==> src/rtl/exe_stage_unit.sv <==
// exe_stage_unit: execute stage of a 5-stage ARM-style pipeline.
//   Computes the ALU result and the next NZCV flags from the ID-stage
//   operands, owns the status register and drives the EXE/MEM
//   pipeline register.
// Ports:
//   clk, rst          rising-edge clock, asynchronous active-high reset
//   exe_cmd           ALU operation select
//   *_in              decoded control bits (load, store, write-back,
//                     branch, S bit)
//   val_rn, val2      ALU operands; st_val_in is the store data
//   dest_in           destination register index
//   pc_in, branch_imm branch target inputs (24-bit signed word offset)
//   freeze, flush     hold all state / squash the instruction in EX
//   alu_res, st_val, dest, mem_read, mem_write, wb_en
//                     registered EXE/MEM outputs
//   branch_taken, branch_addr
//                     combinational branch resolution
//   sr                status register {N,Z,C,V}
module exe_stage_unit #(
    parameter int DATA_W = 32,
    parameter int REG_W  = 4
) (
    input  logic              clk,
    input  logic              rst,
    input  logic [3:0]        exe_cmd,
    input  logic              mem_read_in,
    input  logic              mem_write_in,
    input  logic              wb_en_in,
    input  logic              b_in,
    input  logic              update_sr_in,
    input  logic [DATA_W-1:0] val_rn,
    input  logic [DATA_W-1:0] val2,
    input  logic [DATA_W-1:0] st_val_in,
    input  logic [REG_W-1:0]  dest_in,
    input  logic [DATA_W-1:0] pc_in,
    input  logic [23:0]       branch_imm,
    input  logic              freeze,
    input  logic              flush,
    output logic [DATA_W-1:0] alu_res,
    output logic [DATA_W-1:0] st_val,
    output logic [REG_W-1:0]  dest,
    output logic              mem_read,
    output logic              mem_write,
    output logic              wb_en,
    output logic              branch_taken,
    output logic [DATA_W-1:0] branch_addr,
    output logic [3:0]        sr
);

    localparam logic [3:0] CMD_MOV = 4'b0001;
    localparam logic [3:0] CMD_ADD = 4'b0010;
    localparam logic [3:0] CMD_ADC = 4'b0011;
    localparam logic [3:0] CMD_SUB = 4'b0100;
    localparam logic [3:0] CMD_SBC = 4'b0101;
    localparam logic [3:0] CMD_AND = 4'b0110;
    localparam logic [3:0] CMD_ORR = 4'b0111;
    localparam logic [3:0] CMD_EOR = 4'b1000;
    localparam logic [3:0] CMD_MVN = 4'b1001;
    localparam int         MSB     = DATA_W - 1;

    logic [DATA_W-1:0] alu_res_q, st_val_q;
    logic [REG_W-1:0]  dest_q;
    logic              mem_read_q, mem_write_q, wb_en_q;
    logic [3:0]        sr_q;

    logic [DATA_W-1:0] res_d;
    logic [DATA_W:0]   sum;
    logic [DATA_W:0]   cin_ext;
    logic [DATA_W:0]   one_ext;
    logic              c_d, v_d;
    logic [3:0]        sr_d;

    // Carry-in comes from the registered flags, so ADC/SBC always see
    // the flags as they were before this instruction.
    assign cin_ext = {{DATA_W{1'b0}}, sr_q[1]};
    assign one_ext = {{DATA_W{1'b0}}, 1'b1};

    always_comb begin
        res_d = '0;
        sum   = '0;
        c_d   = sr_q[1];
        v_d   = sr_q[0];
        case (exe_cmd)
            CMD_MOV: res_d = val2;
            CMD_MVN: res_d = ~val2;
            CMD_ADD, CMD_ADC: begin
                sum   = {1'b0, val_rn} + {1'b0, val2}
                      + ((exe_cmd == CMD_ADC) ? cin_ext : '0);
                res_d = sum[MSB:0];
                c_d   = sum[DATA_W];
                v_d   = (val_rn[MSB] == val2[MSB]) && (res_d[MSB] != val_rn[MSB]);
            end
            CMD_SUB, CMD_SBC: begin
                // rn + ~val2 + 1 (SUB) or + Cin (SBC); the carry out is
                // the ARM "not borrow" convention directly.
                sum   = {1'b0, val_rn} + {1'b0, ~val2}
                      + ((exe_cmd == CMD_SUB) ? one_ext : cin_ext);
                res_d = sum[MSB:0];
                c_d   = sum[DATA_W];
                v_d   = (val_rn[MSB] != val2[MSB]) && (res_d[MSB] != val_rn[MSB]);
            end
            CMD_AND: res_d = val_rn & val2;
            CMD_ORR: res_d = val_rn | val2;
            CMD_EOR: res_d = val_rn ^ val2;
            default: res_d = '0;
        endcase
        sr_d = {res_d[MSB], (res_d == '0), c_d, v_d};
    end

    always_ff @(posedge clk or posedge rst) begin
        if (rst) begin
            alu_res_q   <= '0;
            st_val_q    <= '0;
            dest_q      <= '0;
            mem_read_q  <= 1'b0;
            mem_write_q <= 1'b0;
            wb_en_q     <= 1'b0;
            sr_q        <= '0;
        end else if (flush) begin
            // Bubble: squashed instruction must not touch the flags.
            alu_res_q   <= '0;
            st_val_q    <= '0;
            dest_q      <= '0;
            mem_read_q  <= 1'b0;
            mem_write_q <= 1'b0;
            wb_en_q     <= 1'b0;
        end else if (!freeze) begin
            alu_res_q   <= res_d;
            st_val_q    <= st_val_in;
            dest_q      <= dest_in;
            mem_read_q  <= mem_read_in;
            mem_write_q <= mem_write_in;
            wb_en_q     <= wb_en_in;
            if (update_sr_in)
                sr_q <= sr_d;
        end
    end

    assign alu_res   = alu_res_q;
    assign st_val    = st_val_q;
    assign dest      = dest_q;
    assign mem_read  = mem_read_q;
    assign mem_write = mem_write_q;
    assign wb_en     = wb_en_q;
    assign sr        = sr_q;

    // Word offset: sign-extend the 24-bit immediate and scale by 4.
    assign branch_taken = b_in & ~flush;
    assign branch_addr  = pc_in + {{(DATA_W-26){branch_imm[23]}}, branch_imm, 2'b00};

endmodule

==> config.mk <==
export PLATFORM = sky130hd
export DESIGN_NAME = exe_stage_unit
export DESIGN_NICKNAME = d
export VERILOG_FILES = /design/src/rtl/exe_stage_unit.sv
export SDC_FILE = /design/constraint.sdc
export NUM_CORES = 1
export LEC_CHECK = 0
export CORE_ASPECT_RATIO = 1.75
export CORE_UTILIZATION = 45
export DETAILED_ROUTE_END_ITERATION = 7
export GPL_TIMING_DRIVEN = 1
export PLACE_DENSITY_LB_ADDON = 0.15
export SYNTH_ARGS = -nofsm -noshare
export SYNTH_HDL_FRONTEND = slang
export SYNTH_SLANG_ARGS = --single-unit
==> constraint.sdc <==
create_clock -name clk -period 9.2 [get_ports clk]
set_input_delay 1.38 -clock clk [delete_from_list [all_inputs] [get_ports clk]]
set_output_delay 1.38 -clock clk [all_outputs]
set_load 0.02 [all_outputs]
After elaboration in Yosys (flattened, before gate mapping)
Cells that the tools add are included.
{ "totals": {"in_bits": 169, "elab_cells": 59, "out_inout_bits": 108, "register_bits": 75} }
{ "op_classes": {"reduce_logical": 8, "mux": 17, "n_addsub": 5, "n_eq_ne": 14, "n_bitwise": 7} }
{ "op_table": {"columns": ["op", "count"], "rows": [
  ["case mux 32 bit (7 select lines)", 1],
  ["2-to-1 mux 32 bit", 4],
  ["adder 32 x 32 -> 33 bit", 2],
  ["adder 33 x 1 -> 33 bit", 2],
  ["adder 32 bit", 1],
  ["bitwise AND 32 bit", 1],
  ["logical NOT 32 bit", 1],
  ["NOT 32 bit", 1],
  ["OR 32 bit", 1],
  ["XOR 32 bit", 1],
  ["== test 4 x 3 -> 1 bit, second input constant", 4],
  ["== test 4 x 2 -> 1 bit, second input constant", 2],
  ["== test 4 bit, second input constant", 2],
  ["2-to-1 mux 1 bit", 8],
  ["2-to-1 mux 4 bit", 2],
  ["== test 4 x 1 -> 1 bit, second input constant", 1],
  ["case mux 1 bit (2 select lines)", 2],
  ["AND reduction 4 bit", 1],
  ["OR reduction 2 bit", 2],
  ["inequality test 1 bit", 3],
  ["AND reduction 3 bit", 1],
  ["logical AND 1 bit", 2],
  ["inequality test 2 x 1 -> 1 bit, second input constant", 1],
  ["NOT 1 bit", 2],
  ["3 further kinds", 3]
]} }

Depth between registers and ports, before layout
Gate-level depths: netlist (run 1).
{ "depth": {"depth_word": 6, "ltp_mapped": 20} }

Worst setup path before layout (run 1)
OpenSTA, ideal clock, no wires.
{ "synth_path": {"path_type": "input port to flip-flop", "from": "in exe_cmd[0]", "to": "reg sr_q[2], in the netlist sr[2]", "n_path_buf": 6, "slack_ns": 3.656, "arrival_time_ns": 5.448, "path_stages": 20, "path_cell_list": "clkbuf_1 buf_2 buf_2 buf_2 buf_2 buf_1 nand3_1 fa_1 inv_1 fa_1 a21o_1 a221oi_2 or4_1 a311oi_1 nor3_1 nor4_1 o22ai_1 a211oi_1 nand4_1 o31ai_1"} }
{ "synth_between": {"elab_chain_cells": 5, "elab_cells_between_ends": 17} }
{ "synth_rtl": {"columns": ["item", "line", "source"], "rows": [
  ["start: declaration", "25", "input logic [3:0] exe_cmd,"],
  ["== test 4 x 3 -> 1 bit or == test 4 x 2 -> 1 bit (tied branches)", null, null],
  ["2-to-1 mux 1 bit, on equally long branches", "97, 88", null],
  ["adder 33 x 1 -> 33 bit, on equally long branches", "97, 88", null],
  ["case mux 32 bit (7 select lines) (*)", "83", "case (exe_cmd)"],
  ["logical NOT 32 bit (*)", "107", "sr_d = {res_d[MSB], (res_d == '0), c_d, v_d};"],
  ["end signal: assignment", "135", "sr_q <= sr_d;"],
  ["end: declaration", "64", "logic [3:0] sr_q;"]
]} }
Every way passes the cells marked *; elsewhere a longest branch is shown, timed or not.
A chain may end at the register's enable or synchronous reset.

Worst setup path after layout (run 1)
{ "layout_path": {"from": "in pc_in[2]", "to": "out branch_addr[30]"} }
{ "layout_between": {"elab_chain_cells": 1} }
{ "layout_rtl": {"columns": ["item", "line", "source"], "rows": [
  ["start: declaration", "35", "input logic [DATA_W-1:0] pc_in,"],
  ["adder 32 bit", "149", "assign branch_addr = pc_in + {{(DATA_W-26){branch_imm[23]}}, branch_imm, 2'b00};"],
  ["end: declaration", "46", "output logic [DATA_W-1:0] branch_addr,"]
]} }
Every way passes these cells.

==> results.ini, run 1 <==
[routing]
wl_um = 39800
drtIter0Drc = 691
vias = 12200
wl_met2_um = 21000
drt_first_pass_iters = 5
drc = 0
highest_layer = met4
ant_nets = 0
vias_per_cell = 6.09
routedWlPerCell_um = 19.9
wl_met1_um = 13900
wl_met3_um = 2500

[cells_and_area]
final_core_util_pct = 59.0
num-fill-cells = 2302
area_growth_pct = 28.5
nets = 1982
drive_above_1_share_pct = 4.56

[sta]
clock_skew_ns = 0.00682
fmax_mhz = 150
max_slew_margin_pct = 38.7
grt_setup_unrepaired = no
holdWs_ns = 0.480
min_period_ns = 6.68
final_max_slew_viol_count = 0
period_share_pct = 72.6
finalSetupTns_ns = 0
hold_viol = 0
setup_viol = 0
worst_slew_pin_slew_ns = 0.919

[die]
design.die.area_um2 = 25100
die_x_um = 120
core_um2 = 23900
num_rows = 75
start_util_pct = 45.9
io_pins = 277
die_h_um = 209

[logic_synthesis]
yosys_warnings = 0
ys_seq_elements = 75
ys_seq_area_share_pct = 17.1
synth-edff-count = 0
ys.flop_type = dfrtp_1
netlist_instances = 1479
synth.largest_area_cell = dfrtp_1
synth_area_um2 = 11000
yosysMostFrequentCell = nor2_1
synth.net_count = 1777
ys_types = 86
synth_top_cell_area_share_pct = 17.1
syn_area_per_cell_um2 = 7.43
synth_common_cells = nor2_1 (158), a21oi_1 (136), ha_1 (124)
synth_area_leaders = dfrtp_1 (17%), ha_1 (14%), a21oi_1 (6.2%), nor2_1 (5.4%), mux2i_1 (4.2%)
async_reset_ff_share_pct = 100

[worst_setup_path]
cp_slowest_cell = clkdlybuf4s50_1
cp-startpoint = pc_in[2]
crit_chain = clkdlybuf4s50_1 -> ha_1 -> inv_1 -> fa_1 -> nor2b_1 -> o21a_1 -> o21ai_0 -> a21oi_1 -> o2111ai_1 -> a31o_2 -> o21ai_0 -> a31oi_1 -> a21oi_1 -> xor2_1 -> clkdlybuf4s50_1
path_max_fanout = 3
start_kind = primary input
required_ns = 7.82
slowest_delay_ns = 0.61
rr_endpoint = sr[2]
critPathCaptureType = output port
worstPathArrival_ns = 5.30
r2r_cells = 15
r2r-start = sr[1]
r2r_setup_slack_ns = 4.81
path_class = primary input to output port

[hold_path]
hold_path.class = flip-flop to flip-flop
hold_end = sr[3]
min_from = sr[3]
whs_path_depth = 2

[global_route]
grt_start_max_net_pins = 76
grtUsageTotal_pct = 31.2
antenna_found_initial = 0
overflow = 0
grt_pass1_wl_um = 61900
grt_pass1_vias = 12000

[pwr]
power_density_nw_per_um2 = 113
worst_ir_drop_vdd_uv = 94.0
power_leakage_nw = 6.20
power.total_mw = 1.59

[clock_network]
post_cts_resized = 0
htreeDepth = 3
post_cts.repair.setup_buffers = 0
cts_tree = yes
cts.sinks = 75
root_buffer = clkbuf_16
insertion_delay_ns = 0.33
clock_path_buffers = 2
clk_pin_slew_ns = 0.05
cts_buffers = 9
cts_hold_buffers = 0

[placement]
dp_hpwl_um = 31500
gp_congestion = 1.03
port-buffer-count = 272

[outcome]
status = finished, final reports clean

[run]
max_cap_viol_count = 0

kinds of logic (layout without fill, tap and decap cells):
| logic type | after synthesis | after routing | synth area share, % |
|---|---|---|---|
| adder cells (fa/ha/maj) | 129 | 129 | 15.0 |
| multiplexers | 52 | 52 | 4.91 |
| buffers and inverters | 205 | 415 | 7.54 |
| flip-flops | 75 | 75 | 17.1 |
| XOR/XNOR | 61 | 61 | 4.86 |
| AO/OA/AOI/OAI | 473 | 473 | 29.4 |
| AND/OR/NAND/NOR | 484 | 484 | 21.2 |
| other | 0 | 1 | 0 |
where the power goes:
part	switching (mW)	internal, mW
clock network	0.130	0.238
logic	0.490	0.368
registers	0.0149	0.354
total	0.634	0.960
area by class of cell:
type                    instances  area, um^2  share of cell area [%]
multi-input cells            1199        8290                    58.7
repair buffers                289        2830                    20.1
flip-flops and latches         75        1880                    13.3
inverters                     110         414                    2.93
well taps                     308         385                    2.73
clock buffers                  10         229                    1.62
clock inverters                 6        88.8                   0.629
diodes                          1        2.50                  0.0177
cells in the final DEF, fill, tap and decap left out, drive strengths merged, types with 10 or more instances in the layout:
master,Yosys,layout
clkdlybuf4s50,0,268
nor2,158,158
a21oi,137,137
ha,124,124
inv,110,110
nand2,107,107
dfrtp,75,75
o21ai,64,64
nor3,50,50
mux2i,46,46
xnor2,31,31
xor2,30,30
nand3,28,28
a211oi,26,26
a21o,25,25
o211ai,25,25
o22ai,22,22
nor4,21,21
buf,44,21
a31oi,19,19
nand2b,18,18
a22oi,18,18
nor2b,17,17
or3,14,14
nand4,14,14
or2,14,14
and3,11,11
a221oi,11,11
a311oi,11,11
o21bai,10,10
and2,10,10
clkbuf,51,10
how the worst max path moves through the flow:
stage / to / slack [ns] / cells after the start
detailed placement: branch_addr[30] / 2.49 / 15
floorplan: sr[2] / 3.66 / 20
global route: branch_addr[30] / 2.22 / 15
finish: branch_addr[30] / 2.52 / 15
CTS: branch_addr[30] / 2.49 / 15
global placement: branch_addr[30] / 2.52 / 15
worst max-delay path: cells and delay by family:
family                   cells  cell delay, ns
AO/OA/AOI/OAI                8            1.88
XOR/XNOR                     1            0.15
AND/OR/NAND/NOR              1            0.14
buffers and inverters        3            1.14
adder cells (fa/ha/maj)      2            0.61
registers in the layout (all words and copies together), names as in the netlist:
register and cells:
st_val 32, sr 4, mem_write 1, mem_read 1, alu_res 32, wb_en 1, dest 4
layer usage:
metal  vias to the layer above  GRT usage [%]
met5                         -              0
met4                         0           18.8
met3                       152           3.98
met2                       558           59.6
met1                      5671           31.3
li1                       5777              -
stage by stage:
step | cells | area (um^2) | setup WS (ns)
after floorplan | 1479 | 11000 | 3.66
after global placement | 1981 | 13800 | 2.52
after detailed placement | 1981 | 13800 | 2.49
after CTS | 1997 | 14100 | 2.49
after global routing | 1997 | 14100 | 2.22
final | 1998 | 14100 | 2.52
Note: power is estimated with default switching activity, not from simulation.
==> run 2: changes to the inputs <==
==> constraint.sdc (replaced) <==
create_clock -name clk -period 5.45 [get_ports clk]
set_input_delay 0.8175 -clock clk [delete_from_list [all_inputs] [get_ports clk]]
set_output_delay 0.8175 -clock clk [all_outputs]
set_load 0.02 [all_outputs]
==> run 2 against run 1 <==
  * Core utilization is 1.3 points higher
  * Global-route usage is 0.89 points higher
  * First-iteration DRC count is 5.4% higher
  * Critical path type unchanged
  * Final area is 2.2% higher
  * Register-to-register slack worse by 3.6 ns
  * Via count is 2.8% higher
  * Final cell count is 1.8% higher
  * Highest routed layer unchanged
  * Die area stayed put
  * Largest cell class unchanged
==> results.ini, run 2 (same netlist as run 1, synthesis figures left out) <==
[outcome]
status = finished, final reports clean

[sta]
period_share_pct = 97.2
final_max_slew_viol_count = 0  ; unchanged
setup_ws_ns = 0.152  ; -2.37 ns
min_period_ns = 5.30
max_slew_margin_pct = 24.7  ; -14 points
hold_viol = 0  ; unchanged
setup_viol = 0  ; unchanged
finalSetupTns_ns = 0  ; unchanged
grt_setup_unrepaired = no
worst_slew_pin_slew_ns = 1.13  ; +0.211 ns
fmax_mhz = 189
clock_skew_ns = 0.00581  ; -0.00102 ns

[cells_and_area]
drive_above_1_share_pct = 6.72  ; +2.2 points
area_growth_pct = 31.3
nets = 2018  ; +1.8%
design_area_um2 = 14400  ; +2.2%
layout_common_cells = clkdlybuf4s50_1 (267), nor2_1 (157), a21oi_1 (136)
diodes = 0  ; -1
stdcell_count = 2033  ; +1.8%
layout_commonest_cell = clkdlybuf4s50_1

[clock_network]
cts_buffers = 9  ; unchanged
root_buffer = clkbuf_16
insertion_delay_ns = 0.33  ; about the same
cts_tree = yes
post_cts_resized = 0  ; unchanged
htreeDepth = 3  ; unchanged
cts_hold_buffers = 0  ; unchanged
post_cts.repair.setup_buffers = 0  ; unchanged
clk_pin_slew_ns = 0.06  ; about the same
cts.sinks = 75  ; unchanged
clock_path_buffers = 2  ; unchanged

[pwr]
power_frac_comb_pct = 53.4  ; -0.4 points
worst_ir_drop_vdd_uv = 144  ; +53%
p_switching_mw = 1.09  ; +72%
p_int_mw = 1.71  ; +78%
power_leakage_nw = 6.41  ; +3.3%
power_density_nw_per_um2 = 194  ; +72%
p_seq_share_pct = 22.2  ; -1.0 points
swShare_pct = 38.9  ; -0.91 points
p_clk_share_pct = 24.4  ; +1.4 points

[routing]
vias = 12500  ; +2.8%
ant_nets = 0  ; unchanged
drtIter0Drc = 728  ; +5.4%
drc = 0  ; unchanged
wl_um = 41000  ; +2.9%
routedWlPerCell_um = 20.2  ; +1.1%
drt_first_pass_iters = 5  ; unchanged
vias_per_cell = 6.15  ; +1.0%

[global_route]
overflow = 0  ; unchanged
grt_pass1_wl_um = 63800  ; +3.2%
grt_pass1_vias = 12700  ; +5.5%
grt_start_max_net_pins = 73  ; -3.9%
antenna_found_initial = 0  ; unchanged
grtUsageTotal_pct = 32.1  ; +0.89 points

[worst_setup_path]
path_max_fanout = 5  ; +2
path_class = primary input to output port
start_kind = primary input
required_ns = 4.63  ; -3.19 ns
worstPathArrival_ns = 4.48  ; -0.82 ns
cp_slowest_cell = clkdlybuf4s50_1
crit_chain = clkdlybuf4s50_1 -> ha_1 -> a21o_1 -> a21oi_1 -> a21bo_2 -> o211ai_1 -> a211oi_1 -> o2111ai_1 -> a31oi_1 -> a211o_1 -> a21oi_1 -> xnor2_1 -> clkdlybuf4s50_1
r2r_cells = 14  ; -1
slowest_delay_ns = 0.63  ; +0.02 ns
critPathCaptureType = output port

[placement]
port-buffer-count = 272  ; unchanged
post_dp_cell_area_um2 = 14100  ; +1.9%
dp_hpwl_um = 32600  ; +3.4%
gp_congestion = 0.982  ; -4.9%
place_inst = 2017  ; +1.8%
place_ws_ns = 0.162  ; -2.33 ns

[run]
max_cap_viol_count = 0  ; unchanged

[hold_path]
whs_path_depth = 2  ; unchanged
hold_path.class = flip-flop to flip-flop

[die]
start_util_pct = 45.9  ; unchanged
core_um2 = 23900  ; unchanged
io_pins = 277  ; unchanged
num_rows = 75  ; unchanged
die_h_um = 209  ; unchanged
die_x_um = 120  ; unchanged
design.die.area_um2 = 25100  ; unchanged

[run 2: cell count changes in the layout (fill, tap and decap cells not counted)]
cell,before,now
a311oi_1,10,9
a311oi_2,1,2
a31oi_1,19,18
a31oi_2,0,1
buf_4,18,54
bufinv_16,2,3
clkbuf_1,1,0
clkbuf_8,0,1
clkdlybuf4s50_1,268,267
clkinvlp_4,2,1
diode_2,1,0
dlymetal6s2s_1,0,1
nor2_2,0,1
nor2_4,1,0
[run 2: worst max-delay path, delay by kind of cell]
family,cells,cell delay [ns]
AO/OA/AOI/OAI,9,2.15
XOR/XNOR,1,0.14
adder cells (fa/ha/maj),1,0.35
buffers and inverters,2,1.03
[run 2: path summary, 6_finish.rpt]
path / startpoint / endpoint / slack, ns
max reg2reg: sr[1] / sr[2] / 1.18
min: sr[3] / sr[3] / 0.49
max in group asynchronous: rst / alu_res[21] / 3.69
max: pc_in[7] / branch_addr[29] / 0.15
min reg2reg: sr[3] / sr[3] / 0.49
min in group asynchronous: rst / alu_res[2] / 0.74
[run 2: area by class of cell]
class	instances	area, um^2
clock inverter	6	111
tap	308	385
inverter	110	414
clock buffer	10	239
sequential	75	1880
multi-input combinational	1199	8300
fill	2255	9500
timing repair buffer	325	3110
[run 2: power groups by stage]
stage / Combinational [mW] / Clock [mW] / Sequential [mW]
final: 1.49 / 0.682 / 0.623
after global routing: 1.61 / 0.718 / 0.628
after CTS: 1.48 / 0.694 / 0.623
after detailed placement: 1.47 / 0 / 0.632
after global placement: 1.46 / 0 / 0.630
after floorplan: 0.828 / 0 / 0.681
[run 2: layer usage]
layer,routed length [um],track usage [%],vias to the layer above
li1,-,-,5851
met1,14000,30.7,5882
met2,21500,61.1,599
met3,2380,3.52,166
met4,3100,24.3,0
met5,0,0,-
[run 2: stage by stage]
| step | utilization (%) | hold slack, ns | power (mW) |
|---|---|---|---|
| global placement | 58.8 | 0.466 | 2.09 |
| global route | 60.3 | 0.534 | 2.95 |
| CTS | 60.2 | 0.496 | 2.80 |
| detailed placement | 58.8 | 0.487 | 2.10 |
| floorplan | - | 0.589 | 1.51 |
| finish | 60.3 | 0.486 | 2.80 |
==> run 3: changes to the inputs <==
--- a/config.mk
+++ b/config.mk
@@ -9,7 +9,7 @@
 export CORE_UTILIZATION = 45
 export DETAILED_ROUTE_END_ITERATION = 7
 export GPL_TIMING_DRIVEN = 1
-export PLACE_DENSITY_LB_ADDON = 0.15
+export PLACE_DENSITY = 0.74
 export SYNTH_ARGS = -nofsm -noshare
 export SYNTH_HDL_FRONTEND = slang
 export SYNTH_SLANG_ARGS = --single-unit
==> run 3 against run 2 <==
  * Largest power group unchanged
  * Fmax increased by 2.6%
  * Sequential power hardly changed
  * Total power fell by 4.7%
==> results.ini, run 3 (same netlist as run 1, synthesis figures left out) <==
[cells_and_area]
num-fill-cells = 2262  ; +0.31%
nets = 2024  ; +0.30%
drive_above_1_share_pct = 6.94  ; +0.21 points
stdcell_count = 2039  ; +0.30%
layout_common_cells = clkdlybuf4s50_1 (265), nor2_1 (157), a21oi_1 (136)
area_growth_pct = 31.1
layout_commonest_cell = clkdlybuf4s50_1

[die]
design.die.area_um2 = 25100  ; unchanged
core_um2 = 23900  ; unchanged
die_x_um = 120  ; unchanged
start_util_pct = 45.9  ; unchanged
num_rows = 75  ; unchanged
die_h_um = 209  ; unchanged
io_pins = 277  ; unchanged

[worst_setup_path]
worstPathArrival_ns = 4.35  ; -0.13 ns
crit_chain = clkdlybuf4s50_1 -> ha_1 -> a211oi_1 -> o21bai_1 -> a21bo_2 -> o211ai_1 -> a211oi_1 -> o2111ai_2 -> a31oi_2 -> a41o_1 -> a21oi_1 -> xnor2_1 -> clkdlybuf4s50_1
path_class = primary input to output port
path_max_fanout = 5  ; unchanged
cp_slowest_cell = clkdlybuf4s50_1
critPathCaptureType = output port
slowest_delay_ns = 0.63  ; about the same
required_ns = 4.63  ; about the same
start_kind = primary input

[pwr]
power.total_mw = 2.67  ; -4.7%
worst_ir_drop_vdd_uv = 148  ; +3.0%
p_clk_share_pct = 19.8  ; -4.6 points
p_int_mw = 1.58  ; -7.8%
power_frac_comb_pct = 56.8  ; +3.4 points
p_seq_share_pct = 23.4  ; +1.2 points
power_leakage_nw = 6.41  ; +0.10%
swShare_pct = 40.9  ; +2.0 points
p_switching_mw = 1.09  ; +0.17%
power_density_nw_per_um2 = 185  ; -4.6%

[clock_network]
insertion_delay_ns = 0.34  ; about the same
cts_hold_buffers = 0  ; unchanged
root_buffer = clkbuf_16
cts.sinks = 75  ; unchanged
cts_tree = yes
htreeDepth = 3  ; unchanged
clock_path_buffers = 2  ; unchanged
post_cts.repair.setup_buffers = 0  ; unchanged
clk_pin_slew_ns = 0.05  ; about the same
cts_buffers = 9  ; unchanged

[sta]
worst_slew_pin_slew_ns = 0.952  ; -0.177 ns
grt_setup_unrepaired = no
min_period_ns = 5.17  ; -0.132 ns
hold_viol = 0  ; unchanged
setup_viol = 0  ; unchanged
max_slew_margin_pct = 35.9  ; +11 points
clock_skew_ns = 0.00330  ; -0.00250 ns
fmax_mhz = 194  ; +2.6%
finalSetupTns_ns = 0  ; unchanged
final_max_slew_viol_count = 0  ; unchanged
period_share_pct = 94.8  ; -2.4 points

[outcome]
status = finished, final reports clean

[routing]
ant_nets = 0  ; unchanged
routedWlPerCell_um = 20.8  ; +3.4%
drt_first_pass_iters = 5  ; unchanged
drc = 0  ; unchanged
vias_per_cell = 6.17  ; +0.38%
wl_um = 42500  ; +3.7%
drtIter0Drc = 703  ; -3.4%
vias = 12600  ; +0.67%

[global_route]
grtUsageTotal_pct = 33.4  ; +1.4 points
overflow = 0  ; unchanged
antenna_found_initial = 1  ; +1
grt_pass1_vias = 12700  ; -0.13%
grt_start_max_net_pins = 71  ; -2.7%
grt_pass1_wl_um = 65700  ; +3.0%

[placement]
gp_congestion = 0.991  ; +0.94%
port-buffer-count = 272  ; unchanged
place_inst = 2023  ; +0.30%
dp_hpwl_um = 33800  ; +3.7%

[hold_path]
hold_path.class = flip-flop to flip-flop

[run]
max_cap_viol_count = 0  ; unchanged

-- run 3: changes by cell type in the layout (fill, tap and decap cells not counted), moves of 2 or more --
cell / change
bufinv_16: -3
buf_4: +6
clkdlybuf4s50_1: -2
dlymetal6s2s_1: +2
clkbuf_1: +3
-- run 3: stage by stage --
step	setup WS [ns]	utilization (%)	cell area (um^2)	hold WS, ns
floorplan	0.469	-	11000	0.589
finish	0.284	60.2	14400	0.476
global route	0.0138	60.2	14400	0.513
detailed placement	0.178	59.0	14100	0.465
global placement	0.230	59.0	14100	0.465
CTS	0.157	60.1	14400	0.477
-- run 3: critical path, delay by kind of cell --
family	cells	cell delay, ns
compound gates	9	1.99
buf+inv	2	1.07
xor+xnor	1	0.14
fa+ha+maj	1	0.33
-- run 3: worst paths after layout --
| path | cells after the start | startpoint | slack, ns | endpoint |
|---|---|---|---|---|
| worst max-delay path | 13 | pc_in[3] | 0.28 | branch_addr[27] |
| worst min-delay path | 2 | sr[3] | 0.48 | sr[3] |
| worst max register to register | 14 | sr[1] | 1.13 | sr[2] |
| worst min register to register | 2 | sr[3] | 0.48 | sr[3] |
| max in group asynchronous | 3 | rst | 3.55 | st_val[24] |
| min in group asynchronous | 2 | rst | 0.90 | dest[1] |
-- run 3: final cells by class --
type	instances	area [um^2]	area share, %
Multi-Input combinational cell	1199	8310	57.7
Timing Repair Buffer	331	3160	21.9
Sequential cell	75	1880	13.0
Inverter	110	413	2.87
Tap cell	308	385	2.68
Clock buffer	13	250	1.74
Clock inverter	2	12.5	0.0869
Antenna cell	1	2.50	0.0174
-- run 3: timing repair --
item / CTS / global route
gates resized for setup: 0 / 7
setup endpoints to repair: 0 / 6
endpoints found under the hold margin: 0 / 0
-- run 3: metal layers --
metal,GRT usage (%),up-vias,part of all wire (%)
met3,4.64,211,6.8
met5,0,-,0
li1,-,5880,-
met2,62.0,628,51
met1,32.4,5863,34
met4,26.7,0,8.9
-- run 3: power by group through the flow --
stage	clock, mW	combinational, mW	sequential, mW
after floorplan	0	0.828	0.681
after global placement	0	1.48	0.632
after detailed placement	0	1.49	0.635
after CTS	0.541	1.50	0.625
after global routing	0.565	1.63	0.629
final	0.527	1.52	0.624
